### src/rtl/inc_share_pkg.sv
// Shared constants, FSM state type and helpers for the shared-incrementer counter bank.
package inc_share_pkg;

    localparam int unsigned N_CH_DEF  = 3;
    localparam int unsigned WIDTH_DEF = 8;

    typedef enum logic [1:0] {IDLE, RUN, HOLD} state_e;

    // Sized for the largest supported bank; callers keep the low N_CH bits.
    function automatic logic [7:0] onehot(input logic [2:0] idx);
        return 8'(1) << idx;
    endfunction

endpackage

### src/rtl/inc_share_arbiter_if.sv
// Request/control and count/status bundle between the counter bank and its user.
import inc_share_pkg::*;

interface inc_share_arbiter_if #(
    parameter int unsigned N_CH  = N_CH_DEF,
    parameter int unsigned WIDTH = WIDTH_DEF
);
    logic                  i_en;
    logic [N_CH-1:0]       i_req;
    logic [N_CH-1:0]       i_clr;
    logic [WIDTH-1:0]      i_tc_val;
    logic                  i_stop_at_tc;
    logic [N_CH*WIDTH-1:0] o_count;
    logic [N_CH-1:0]       o_gnt;
    logic [N_CH-1:0]       o_done;
    logic                  o_busy;

    modport slave (
        input  i_en, i_req, i_clr, i_tc_val, i_stop_at_tc,
        output o_count, o_gnt, o_done, o_busy
    );

    modport master (
        output i_en, i_req, i_clr, i_tc_val, i_stop_at_tc,
        input  o_count, o_gnt, o_done, o_busy
    );
endinterface

### src/rtl/inc_share_adder.sv
// WIDTH-bit +1 incrementer; the single arithmetic unit shared by every channel.
module inc_share_adder #(
    parameter int unsigned WIDTH = 8
) (
    input  logic [WIDTH-1:0] a,
    output logic [WIDTH-1:0] sum,
    output logic             co
);
    assign {co, sum} = {1'b0, a} + (WIDTH + 1)'(1);
endmodule

### src/rtl/inc_share_arbiter.sv
// Bank of N_CH counters time-sharing one incrementer under round-robin arbitration.
module inc_share_arbiter
    import inc_share_pkg::*;
#(
    parameter int unsigned N_CH  = N_CH_DEF,
    parameter int unsigned WIDTH = WIDTH_DEF
) (
    input  logic               clk,
    input  logic               rst_n,
    inc_share_arbiter_if.slave bus
);
    localparam int unsigned PTR_W = (N_CH > 1) ? $clog2(N_CH) : 1;

    state_e           r_state, w_state_nxt;
    logic [WIDTH-1:0] r_count [N_CH];
    logic [PTR_W-1:0] r_ptr;
    logic [N_CH-1:0]  r_gnt, r_done;
    logic             r_busy;

    logic [N_CH-1:0]  w_elig;
    logic             w_any, w_grant, w_unused_co;
    logic [PTR_W-1:0] w_sel, w_idx;
    logic [WIDTH-1:0] w_cur, w_sum, w_next;
    logic [7:0]       w_sel_oh;

    // A channel parked at tc in stop mode must not consume the incrementer.
    always_comb begin
        for (int i = 0; i < N_CH; i++) begin
            w_elig[i] = bus.i_req[i] & ~bus.i_clr[i]
                        & ~(bus.i_stop_at_tc & (r_count[i] == bus.i_tc_val));
        end
    end

    always_comb begin
        w_any = 1'b0;
        w_sel = '0;
        w_idx = '0;
        for (int k = 0; k < N_CH; k++) begin
            w_idx = PTR_W'((int'(r_ptr) + k) % int'(N_CH));
            if (!w_any && w_elig[w_idx]) begin
                w_any = 1'b1;
                w_sel = w_idx;
            end
        end
    end

    assign w_grant  = w_any && bus.i_en && (r_state != HOLD);
    assign w_cur    = r_count[w_sel];
    assign w_next   = (w_cur == bus.i_tc_val) ? '0 : w_sum;
    assign w_sel_oh = onehot(3'(w_sel));

    inc_share_adder #(.WIDTH(WIDTH)) u_adder (
        .a   (w_cur),
        .sum (w_sum),
        .co  (w_unused_co)
    );

    always_comb begin
        w_state_nxt = r_state;
        unique case (r_state)
            IDLE:    if (bus.i_en && w_any) w_state_nxt = RUN;
            RUN: begin
                if (!bus.i_en)  w_state_nxt = HOLD;
                else if (!w_any) w_state_nxt = IDLE;
            end
            HOLD:    if (bus.i_en) w_state_nxt = w_any ? RUN : IDLE;
            default: w_state_nxt = IDLE;
        endcase
    end

    always_ff @(posedge clk or negedge rst_n) begin
        if (!rst_n) begin
            r_state <= IDLE;
            r_ptr   <= '0;
            r_gnt   <= '0;
            r_done  <= '0;
            r_busy  <= 1'b0;
            for (int i = 0; i < N_CH; i++) r_count[i] <= '0;
        end else begin
            r_state <= w_state_nxt;
            r_gnt   <= w_grant ? w_sel_oh[N_CH-1:0] : '0;
            r_busy  <= w_grant;
            r_done  <= '0;
            if (w_grant) begin
                r_ptr         <= (w_sel == PTR_W'(N_CH - 1)) ? '0 : w_sel + PTR_W'(1);
                r_done[w_sel] <= (w_next == bus.i_tc_val);
            end
            for (int i = 0; i < N_CH; i++) begin
                if (bus.i_clr[i])                            r_count[i] <= '0;
                else if (w_grant && (w_sel == PTR_W'(i)))    r_count[i] <= w_next;
            end
        end
    end

    for (genvar g = 0; g < N_CH; g++) begin : g_count_out
        assign bus.o_count[g*WIDTH +: WIDTH] = r_count[g];
    end

    assign bus.o_gnt  = r_gnt;
    assign bus.o_done = r_done;
    assign bus.o_busy = r_busy;
endmodule

### src/flat_wrapper.sv
// flat-port wrapper written by rule: the top's interface ports become plain ports
module inc_share_arbiter_flat import inc_share_pkg::*;
#(
    parameter int unsigned N_CH  = N_CH_DEF,
    parameter int unsigned WIDTH = WIDTH_DEF
)
  (clk, rst_n, bus_i_en, bus_i_req, bus_i_clr, bus_i_tc_val, bus_i_stop_at_tc, bus_o_count, bus_o_gnt, bus_o_done, bus_o_busy);
  inc_share_arbiter_if #(.N_CH(N_CH), .WIDTH(WIDTH)) bus_i ();
  input  logic clk;
  input  logic rst_n;
  input wire logic [$bits(bus_i.i_en)-1:0] bus_i_en;
  input wire logic [$bits(bus_i.i_req)-1:0] bus_i_req;
  input wire logic [$bits(bus_i.i_clr)-1:0] bus_i_clr;
  input wire logic [$bits(bus_i.i_tc_val)-1:0] bus_i_tc_val;
  input wire logic [$bits(bus_i.i_stop_at_tc)-1:0] bus_i_stop_at_tc;
  output wire logic [$bits(bus_i.o_count)-1:0] bus_o_count;
  output wire logic [$bits(bus_i.o_gnt)-1:0] bus_o_gnt;
  output wire logic [$bits(bus_i.o_done)-1:0] bus_o_done;
  output wire logic [$bits(bus_i.o_busy)-1:0] bus_o_busy;
  assign bus_i.i_en = bus_i_en;
  assign bus_i.i_req = bus_i_req;
  assign bus_i.i_clr = bus_i_clr;
  assign bus_i.i_tc_val = bus_i_tc_val;
  assign bus_i.i_stop_at_tc = bus_i_stop_at_tc;
  assign bus_o_count = bus_i.o_count;
  assign bus_o_gnt = bus_i.o_gnt;
  assign bus_o_done = bus_i.o_done;
  assign bus_o_busy = bus_i.o_busy;
  inc_share_arbiter #(.N_CH(N_CH), .WIDTH(WIDTH)) u_core (.clk(clk), .rst_n(rst_n), .bus(bus_i));
endmodule
### config.mk
export PLATFORM = sky130hd
export DESIGN_NAME = inc_share_arbiter_flat
export DESIGN_NICKNAME = d
export VERILOG_FILES = /design/src/rtl/inc_share_pkg.sv /design/src/rtl/inc_share_arbiter_if.sv /design/src/rtl/inc_share_adder.sv /design/src/rtl/inc_share_arbiter.sv /design/src/flat_wrapper.sv
export SDC_FILE = /design/constraint.sdc
export NUM_CORES = 1
export LEC_CHECK = 0
export CAP_MARGIN = 20
export CORE_MARGIN = 2
export CORE_UTILIZATION = 40
export CTS_CLUSTER_DIAMETER = 30
export DETAILED_ROUTE_END_ITERATION = 8
export HOLD_SLACK_MARGIN = 0.06
export PLACE_DENSITY = 0.63
export SLEW_MARGIN = 20
export SYNTH_ARGS = -nofsm -noshare
export SYNTH_HDL_FRONTEND = slang
export SYNTH_SLANG_ARGS = --single-unit
### constraint.sdc
create_clock -name clk -period 5 [get_ports clk]
set_input_delay 1 -clock clk [delete_from_list [all_inputs] [get_ports clk]]
set_output_delay 1 -clock clk [all_outputs]
set_load 0.03 [all_outputs]
# Yosys cells after proc, flatten, opt, wreduce, memory -nomap -nowiden
# Cells that the tools add are included.
word_totals:
  register_bits: 35
  inputBits: 18
  out_inout_bits: 31
classes:
  n_addsub: 4
  n_div: 3
  magnitude_cmp: 6
  n_eq_ne: 13
  shift: 1
  n_mux: 33
  bitwise: 17
  n_reduce_logical: 16
op_table:
  columns: ["operator", "n"]
  rows:
  - ["2-to-1 mux 8 bit", 9]
  - ["modulo 32 x 3 -> 32 bit (second input constant)", 2]
  - ["equality test 8 bit", 5]
  - ["modulo 3 x 3 -> 32 bit (second input constant)", 1]
  - ["binary-select mux 8 bit (select 2 bit)", 1]
  - ["2-to-1 mux 2 bit", 8]
  - ["less-than comparator 2 x 3 -> 1 bit (second input constant)", 4]
  - ["AND 1 bit", 9]
  - ["adder 8 x 1 -> 8 bit (second input constant)", 1]
  - ["logical AND 1 bit", 8]
  - ["2-to-1 mux 1 bit", 8]
  - ["binary-select mux 1 bit (select 2 bit)", 3]
  - ["2-to-1 mux 3 bit", 2]
  - ["inverter 1 bit", 6]
  - ["case mux 2 bit (3 select lines)", 1]
  - ["nonzero test 2 bit", 3]
  - ["equality test 2 x 1 -> 1 bit (second input constant)", 2]
  - ["equality test 2 bit (second input constant)", 2]
  - ["logical NOT 2 bit", 2]
  - ["!= test 2 bit (second input constant)", 2]
  - ["adder 2 x 1 -> 3 bit (second input constant)", 1]
  - ["adder 2 x 2 -> 3 bit (second input constant)", 1]
  - ["AND 3 bit", 1]
  - [">= comparator 3 bit (second input constant)", 1]
  - ["other kinds (9)", 10]

# Logic depth before layout (Yosys ltp)
# Gate-level depths: netlist of the first run.
depth:
  word_depth: 22
  ltp_mapped: 19
  depth_no_buf: 17

# Hierarchy
# A second synthesis of the first run with hierarchy kept.
unflattened:
  hier_cells: 290
  area_unflattened_um2: 2551.2
modules_own_cells:
  columns: ["module", "n_inst", "cells_each", "area_each_um2", "seq_area_each_um2"]
  rows:
  - ["inc_share_arbiter", 1, 272, 2429.8, 875.8]
  - ["inc_share_adder", 1, 18, 121.4, 0.0]

# Worst setup path after synthesis of the first run
# OpenSTA, ideal clock, no wires.
synth_timing:
  kind: "input -> register"
  start: "input port bus_i_tc_val[0]"
  end: "register u_core.r_done[2], in the netlist u_core.bus.o_done[2]"
  setup_ns: 0.101
  arrival_time_ns: 4.053
  setup_slack_ns: 0.846
  path_stages: 16
  n_path_buf: 2
  path_cell_list: "buf_6 xor2_1 a211o_1 or4_4 a31oi_4 and2_1 buf_4 nand2_1 a31oi_1 ha_1 inv_1 a2111oi_2 xnor2_1 and4_1 a211oi_2 nor4_1"
synth_between:
  elab_chain_len: 22
synth_lines:
  columns: ["element", "line_no", "source"]
  rows:
  - ["start: declaration", "flat_wrapper.sv:14", "input wire logic [$bits(bus_i.i_tc_val)-1:0] bus_i_tc_val;"]
  - ["equality test 8 bit", "inc_share_arbiter.sv:30", "& ~(bus.i_stop_at_tc & (r_count[i] == bus.i_tc_val));"]
  - ["AND 1 bit", "inc_share_arbiter.sv:30", null]
  - ["inverter 1 bit", "inc_share_arbiter.sv:30", null]
  - ["AND 1 bit", "inc_share_arbiter.sv:30", null]
  - ["binary-select mux 1 bit (select 2 bit)", "inc_share_arbiter.sv:40", "if (!w_any && w_elig[w_idx]) begin"]
  - ["2-to-1 mux 1 bit (implied by the code)", "inc_share_arbiter.sv:40", null]
  - ["2-to-1 mux 1 bit", "inc_share_arbiter.sv:40", null]
  - ["logical NOT 1 bit", "inc_share_arbiter.sv:40", null]
  - ["(+5 left out)", null, null]
  - ["inverter 2 -> 3 bit (implied by the code)", "inc_share_arbiter.sv:48", "assign w_cur = r_count[w_sel];"]
  - ["binary-select mux 8 bit (select 2 bit)", "inc_share_arbiter.sv:48", null]
  - ["2-to-1 mux 8 bit (implied by the code) (2 in a row)", "inc_share_arbiter.sv:48", null]
  - ["adder 8 x 1 -> 8 bit or equality test 8 bit (tied branches)", "inc_share_adder.sv:9, inc_share_arbiter.sv:49", null]
  - ["2-to-1 mux 8 bit", "inc_share_arbiter.sv:49", "assign w_next = (w_cur == bus.i_tc_val) ? '0 : w_sum;"]
  - ["equality test 8 bit", "inc_share_arbiter.sv:86", "r_done[w_sel] <= (w_next == bus.i_tc_val);"]
  - ["AND 3 bit (no line)", null, null]
  - ["2-to-1 mux 3 bit *", "inc_share_arbiter.sv:84", "if (w_grant) begin"]
  - ["end signal: indexed assignment", "inc_share_arbiter.sv:86", null]
  - ["end: declaration", "inc_share_arbiter.sv:17", "logic [N_CH-1:0] r_gnt, r_done;"]
# Every way passes the cells marked *; elsewhere a longest branch is shown, timed or not. The select of a mux whose other input is x is not followed.
# A chain may end at the register's enable or synchronous reset.

# Worst setup path in the final report of the first run
layout_timing:
  start: "input port bus_i_tc_val[6]"
  end: "register u_core.r_done[2], in the netlist u_core.bus.o_done[2]"
# The elaborated chain is that of the path after synthesis.

==> results.sh, run 1 <==
export IMPL_outcome="finished clean"
export IMPL_hold_end="u_core.r_state[0]"
export IMPL_cts_buffers=5
export IMPL_r2r_cells=15
export IMPL_rr_endpoint="u_core.bus.o_done[2]"
export IMPL_cp_required_ns=5.18
export IMPL_syn_to_final_growth_pct=29.2
export IMPL_dp_cells=437
export IMPL_synth_seq_cells=35
export IMPL_finClkSkew_ns=0.00856
export IMPL_hpwl_um=6620
export IMPL_hold_path_class="reg2reg"
export IMPL_dr_first_iter_drc_count=260
export IMPL_antenna_found_initial=0
export IMPL_r2r_start="u_core.r_ptr[0]"
export IMPL_gp_congestion=0.925
export IMPL_synth_nets=323
export IMPL_die_y_um=86.1
export IMPL_diodes=0
export IMPL_layout_drive_gt1_share_pct=13.9
export IMPL_rsz0062_at_grt="no"
export IMPL_portBuffers=48
export IMPL_end_kind="register"
export IMPL_yosysSeqAreaShare_pct=32.5
export IMPL_overflow=0
export IMPL_grt_usage_pct=23.5
export IMPL_synth_area_sq_um=2690
export IMPL_drtPass1Iterations=5
export IMPL_synth_top_flop_cell="dfrtp_1"
export IMPL_max_clock_freq_ghz=0.213
export IMPL_routed_via_density=5.99
export IMPL_drc=0
export IMPL_clkTransAtPathRegs_ns=0.07
export IMPL_yosysWarnings=0
export IMPL_ctsResizeCount=0
export IMPL_final_nets=388
export IMPL_vias=2667
export IMPL_grt_pass1_wl_um=13500
export IMPL_cts_setup_buffers=0
export IMPL_regToRegSetupSlack_ns=1.15
export IMPL_cts_root_buf="clkbuf_8"
export IMPL_final_hold_violation_count=0
export IMPL_crit_path_start_kind="input port"
export IMPL_grt_pass1_vias=2603
export IMPL_cts_sinks=35
export IMPL_hold_depth=1
export IMPL_die_area_sq_um=7410
export IMPL_critPathKind="in2reg"
export IMPL_holdBufCountCts=0
export IMPL_ys_types=64
export IMPL_num_rows=29
export IMPL_grt_max_degree=36
export IMPL_wl_um=8390
export IMPL_period_minus_slack_ns=4.68
export IMPL_cts_htree_levels=2
export IMPL_netlist_area_leader_share_pct=32.5
export IMPL_start_util_pct=41.9
export IMPL_io_pins=49
export IMPL_whs_ns=0.511
export IMPL_p_leak_nw=1.37
export IMPL_cts_tree="built"
export IMPL_p_per_area_nw_per_um2=414
export IMPL_fin_setup_tns_ns=0
export IMPL_syn_area_per_cell_sq_um=8.92
export IMPL_slew_viol_final=0
export IMPL_worstMarginPinSlew_ns=0.562
export IMPL_cp_arrival_ns=4.87
export IMPL_route_detailed_wl_per_inst_um=18.9
export IMPL_fin_crit_sh_pct=93.7
export IMPL_core_area_sq_um=6420
export IMPL_relSlewSlack_pct=62.5
export IMPL_drv_max_cap_violation_count=0
export IMPL_clock_path_buffers=2
export IMPL_worstPathMaxFanout=7
export IMPL_yosysTopAreaCell="dfrtp_1"
export IMPL_worstHoldStart="u_core.r_state[0]"
export IMPL_layout_cells_non_filler=445
export IMPL_synth_most_common_cell="dfrtp_1"
export IMPL_synth_edff_count=0
export IMPL_synthArstFlopShare_pct=100
export IMPL_synthTopCellsByArea="dfrtp_1, xnor2_1, o21ai_0"
export IMPL_synth_cells=302
export IMPL_clock_latency_ns=0.28
export IMPL_finalSetupViolCount=0
export IMPL_ant_nets=0
export IMPL_yosys_top_cells_count="dfrtp_1, o21ai_0, xnor2_1, nand2_1, nand3_1"
export IMPL_die_w_um=86.1
export IMPL_peakVddDrop_uv=318
-- worst max path at each step --
stage / depth (start not counted) / from / to
3_5_place_dp: 15 / bus_i_tc_val[1] / u_core.bus.o_done[2]
4_1_cts: 15 / bus_i_tc_val[1] / u_core.bus.o_done[0]
3_3_place_gp: 14 / bus_i_tc_val[6] / u_core.bus.o_done[2]
6_report: 14 / bus_i_tc_val[6] / u_core.bus.o_done[2]
5_1_grt: 15 / bus_i_tc_val[1] / u_core.bus.o_done[0]
2_1_floorplan: 16 / bus_i_tc_val[0] / u_core.bus.o_done[2]
-- report_power, final --
part           internal [W]  switching (W)  total (W)
clock network      0.000126      0.0000970   0.000223
registers          0.000325      0.0000607   0.000386
logic              0.000342       0.000491   0.000833
-- worst max-delay path, stage by stage --
cell	delay, ns
clkdlybuf4s50_1	0.54
xor2_1	0.25
nor4_4	0.43
nand4_1	0.16
a31oi_2	0.43
nand2_1	0.29
buf_4	0.24
o22ai_2	0.18
xor2_1	0.18
nand4_1	0.29
buf_4	0.26
o21ai_1	0.20
xnor2_1	0.16
nor4_1	0.24
-- cells by family (layout without fill, tap and decap cells) --
group | after synthesis | after routing | share of synthesized area, %
xor+xnor | 37 | 37 | 12.0
mux | 3 | 3 | 1.11
simple gates | 109 | 109 | 24.0
buf+inv | 31 | 97 | 5.53
compound gates | 83 | 83 | 23.1
flops | 35 | 35 | 32.5
fa+ha+maj | 4 | 4 | 1.77
-- cells in the final DEF (no fill, tap or decap), types with 2 or more instances in the layout --
master,netlist,final
clkdlybuf4s50_1,0,48
dfrtp_1,35,35
o21ai_0,31,31
buf_4,1,28
xnor2_1,26,26
nand2_1,25,25
nand3_1,19,19
nand3b_1,17,17
inv_1,12,12
xor2_1,11,11
nor2_1,7,7
clkbuf_8,0,7
a21oi_1,6,6
nand2b_1,5,5
a21boi_0,5,5
nand4_1,5,5
nor2b_1,4,4
nor4_1,4,4
nor3_1,4,4
a32o_1,4,4
a211oi_1,3,3
a31oi_1,3,3
and2_1,3,3
or3_1,3,3
o22ai_1,3,3
mux2i_1,3,3
ha_1,3,3
a211o_1,2,2
or2_2,2,2
o21a_1,2,2
o21ai_1,2,2
and3_1,2,2
nor3b_1,2,2
o2111ai_1,2,2
-- routing by layer --
layer	routed length (um)	GRT usage [%]	vias to the layer above
li1	-	-	1239
met1	3890	34.5	1293
met2	3770	34.9	115
met3	509	3.66	20
met4	214	8.51	0
met5	0	0	-
-- registers in the layout, indices dropped and copies added (netlist names) --
name	count
u_core.bus.o_gnt	3
u_core.bus.o_busy	1
u_core.bus.o_done	3
u_core.bus.o_count	24
u_core.r_state	2
u_core.r_ptr	2
-- final cells by class --
cell class / count / area, sq um
inverter: 13 / 48.8
timing repair buffer: 76 / 691
fill: 592 / 2940
clock buffer: 8 / 100
tap: 77 / 96.3
sequential: 35 / 876
multi-input combinational: 236 / 1670
-- through the flow --
stage               instance area [sq um]  util, %  setup WS [ns]  total power [W]
CTS                                  3480     54.2          0.400          0.00143
finish                               3480     54.2          0.315          0.00144
detailed placement                   3380     52.6          0.109          0.00121
global placement                     3380     52.6          0.135          0.00120
floorplan                            2690        -          0.846         0.000921
global route                         3480     54.2         0.0357          0.00152
Note: power is estimated with default switching activity, not from simulation.
==> run 2: changes to the inputs <==
--- a/config.mk
+++ b/config.mk
@@ -10,9 +10,11 @@
 export CORE_UTILIZATION = 40
 export CTS_CLUSTER_DIAMETER = 30
 export DETAILED_ROUTE_END_ITERATION = 8
+export DONT_BUFFER_PORTS = 1
 export HOLD_SLACK_MARGIN = 0.06
-export PLACE_DENSITY = 0.63
+export PLACE_DENSITY = 0.53
 export SLEW_MARGIN = 20
 export SYNTH_ARGS = -nofsm -noshare
 export SYNTH_HDL_FRONTEND = slang
+export SYNTH_HIERARCHICAL = 1
 export SYNTH_SLANG_ARGS = --single-unit
==> run 2 against run 1 <==
Compared with the run above:
- die area shrank 5.4%
- power shrank 32%
- sequential power is essentially flat
- synthesized cell count decreased by 4.6%
- fmax grew 4.6%
- critical path type unchanged
- highest routed layer unchanged
==> results.sh, run 2 <==
export IMPL_drc=0
export IMPL_largest_reg_flops=24
export IMPL_rsz0062_at_grt="no"
export IMPL_dp_cells=357
export IMPL_holdBufCountCts=0
export IMPL_routed_via_density=5.93
export IMPL_worstMarginPinSlew_ns=0.747
export IMPL_core_area_sq_um=6240
export IMPL_io_pins=49
export IMPL_yosysWarnings=6
export IMPL_route_detailed_wl_per_inst_um=19.5
export IMPL_finClkSkew_ns=0.00508
export IMPL_start_util_pct=40.7
export IMPL_overflow=0
export IMPL_p_per_area_nw_per_um2=362
export IMPL_clock_latency_ns=0.29
export IMPL_die_area_sq_um=7010
export IMPL_crit_path_start_kind="input port"
export IMPL_ant_nets=0
export IMPL_layout_drive_gt1_share_pct=8.71
export IMPL_cts_root_buf="clkbuf_8"
export IMPL_layout_cells_non_filler=364
export IMPL_num_rows=29
export IMPL_fin_crit_sh_pct=89.6
export IMPL_critPathKind="in2reg"
export IMPL_cts_buffers=5
export IMPL_synth_nets=309
export IMPL_die_y_um=83.7
export IMPL_hpwl_um=5290
export IMPL_cts_setup_buffers=0
export IMPL_utilization_pct=43.2
export IMPL_final_hold_violation_count=0
export IMPL_synth_area_sq_um=2540
export IMPL_grt_pass1_wl_um=11600
export IMPL_clock_path_buffers=2
export IMPL_diodes=0
export IMPL_cts_tree="built"
export IMPL_relSlewSlack_pct=50.1
export IMPL_cts_sinks=35
export IMPL_peakVddDrop_uv=219
export IMPL_dr_first_iter_drc_count=150
export IMPL_die_w_um=83.7
export IMPL_worstPathMaxFanout=9
export IMPL_drtPass1Iterations=5
export IMPL_vias=2160
export IMPL_final_cell_mix="dfrtp_1, nand2_1, nand3b_1"
export IMPL_grt_usage_pct=21.0
export IMPL_hold_path_class="in2async"
export IMPL_outcome="finished clean"
export IMPL_slew_viol_final=0
export IMPL_fin_setup_tns_ns=0
export IMPL_cp_arrival_ns=4.66
export IMPL_antenna_found_initial=0
export IMPL_clkTransAtPathRegs_ns=0.08
export IMPL_drv_max_cap_violation_count=0
export IMPL_syn_area_per_cell_sq_um=8.83
export IMPL_cp_required_ns=5.18
export IMPL_synth_cells=288
export IMPL_ctsResizeCount=0
export IMPL_portBuffers=0
export IMPL_wl_um=7080
export IMPL_final_nets=308
export IMPL_period_minus_slack_ns=4.48
export IMPL_layout_commonest_cell="dfrtp_1"
export IMPL_max_clock_freq_ghz=0.223
export IMPL_gp_congestion=0.862
export IMPL_finalSetupViolCount=0
export IMPL_end_kind="register"
export IMPL_grt_pass1_vias=2171
export IMPL_syn_to_final_growth_pct=6.05
export IMPL_cts_htree_levels=2
export IMPL_grt_max_degree=36
export IMPL_p_leak_nw=1.09
run 2: cell types whose count changed in the layout (fill, tap and decap cells not counted), moves of 8 or more:
cell,before,now
clkdlybuf4s50_1,48,0
buf_4,28,7
nand3b_1,17,25
o21ai_0,31,12
nand3_1,19,11
xnor2_1,26,16
o21ai_1,2,24
xor2_1,11,19
run 2: metal layers:
layer,track usage (%),wire [um],vias to the layer above
met1,28.3,3180,1043
li1,-,-,1028
met2,33.1,3300,78
met5,0,0,-
met4,7.48,131,0
met3,5.04,467,11
run 2: final cells by class:
| class | instances | area [sq um] |
|---|---|---|
| clock buffers | 6 | 82.6 |
| fillers | 638 | 3540 |
| flip-flops and latches | 35 | 876 |
| inverters | 14 | 52.6 |
| clock inverters | 1 | 5.00 |
| multi-input cells | 224 | 1530 |
| well taps | 77 | 96.3 |
| repair buffers | 7 | 52.6 |
run 2: path summary, 6_finish.rpt:
kind | start | to | slack [ns] | depth (start not counted)
min reg2reg | u_core/r_state[1] | u_core/r_state[0] | 0.50 | 1
min in group clk | u_core/r_state[1] | u_core/r_state[0] | 0.50 | 1
max in group asynchronous | rst_n | u_core/bus.o_done[0] | 4.52 | 0
max reg2reg | u_core/bus.o_count[2] | u_core/bus.o_done[2] | 0.60 | 14
max | bus_i_tc_val[4] | u_core/bus.o_done[2] | 0.52 | 14
min | rst_n | u_core/bus.o_count[21] | 0.40 | 0
run 2: through the flow:
stage	power [W]	hold slack (ns)	area, sq um	setup WS, ns
floorplan	0.000681	0.473	2540	0.377
global placement	0.000765	0.493	2610	0.379
detailed placement	0.000763	0.497	2610	0.280
CTS	0.000979	0.389	2700	0.577
global route	0.00104	0.379	2700	0.112
finish	0.000977	0.397	2700	0.522
run 2: critical path, stage by stage:
cell	delay (ns)
xor2_1	0.16
nor4_2	0.41
a31o_2	0.28
nand4_1	0.18
a21oi_4	0.36
mux2i_1	0.12
o21ai_0	0.46
and3_1	0.24
nand3_1	0.09
xnor2_1	0.22
or2_2	0.30
a211o_1	0.25
a221o_1	0.36
nor3_1	0.22
run 2: report_power, final:
group	internal (W)	leakage (nW)	switching, W
Sequential	0.000315	0.482	0.0000697
Combinational	0.000140	0.561	0.000237
Clock	0.000108	0.0470	0.000106
Total	0.000563	1.09	0.000413
==> run 3: changes to the inputs <==
--- a/config.mk
+++ b/config.mk
@@ -13,6 +13,7 @@
 export DONT_BUFFER_PORTS = 1
 export HOLD_SLACK_MARGIN = 0.06
 export PLACE_DENSITY = 0.53
+export SKIP_CTS_REPAIR_TIMING = 1
 export SLEW_MARGIN = 20
 export SYNTH_ARGS = -nofsm -noshare
 export SYNTH_HDL_FRONTEND = slang
==> results of run 3 <==
Final layout, timing and power as in run 2 (identical DEF).
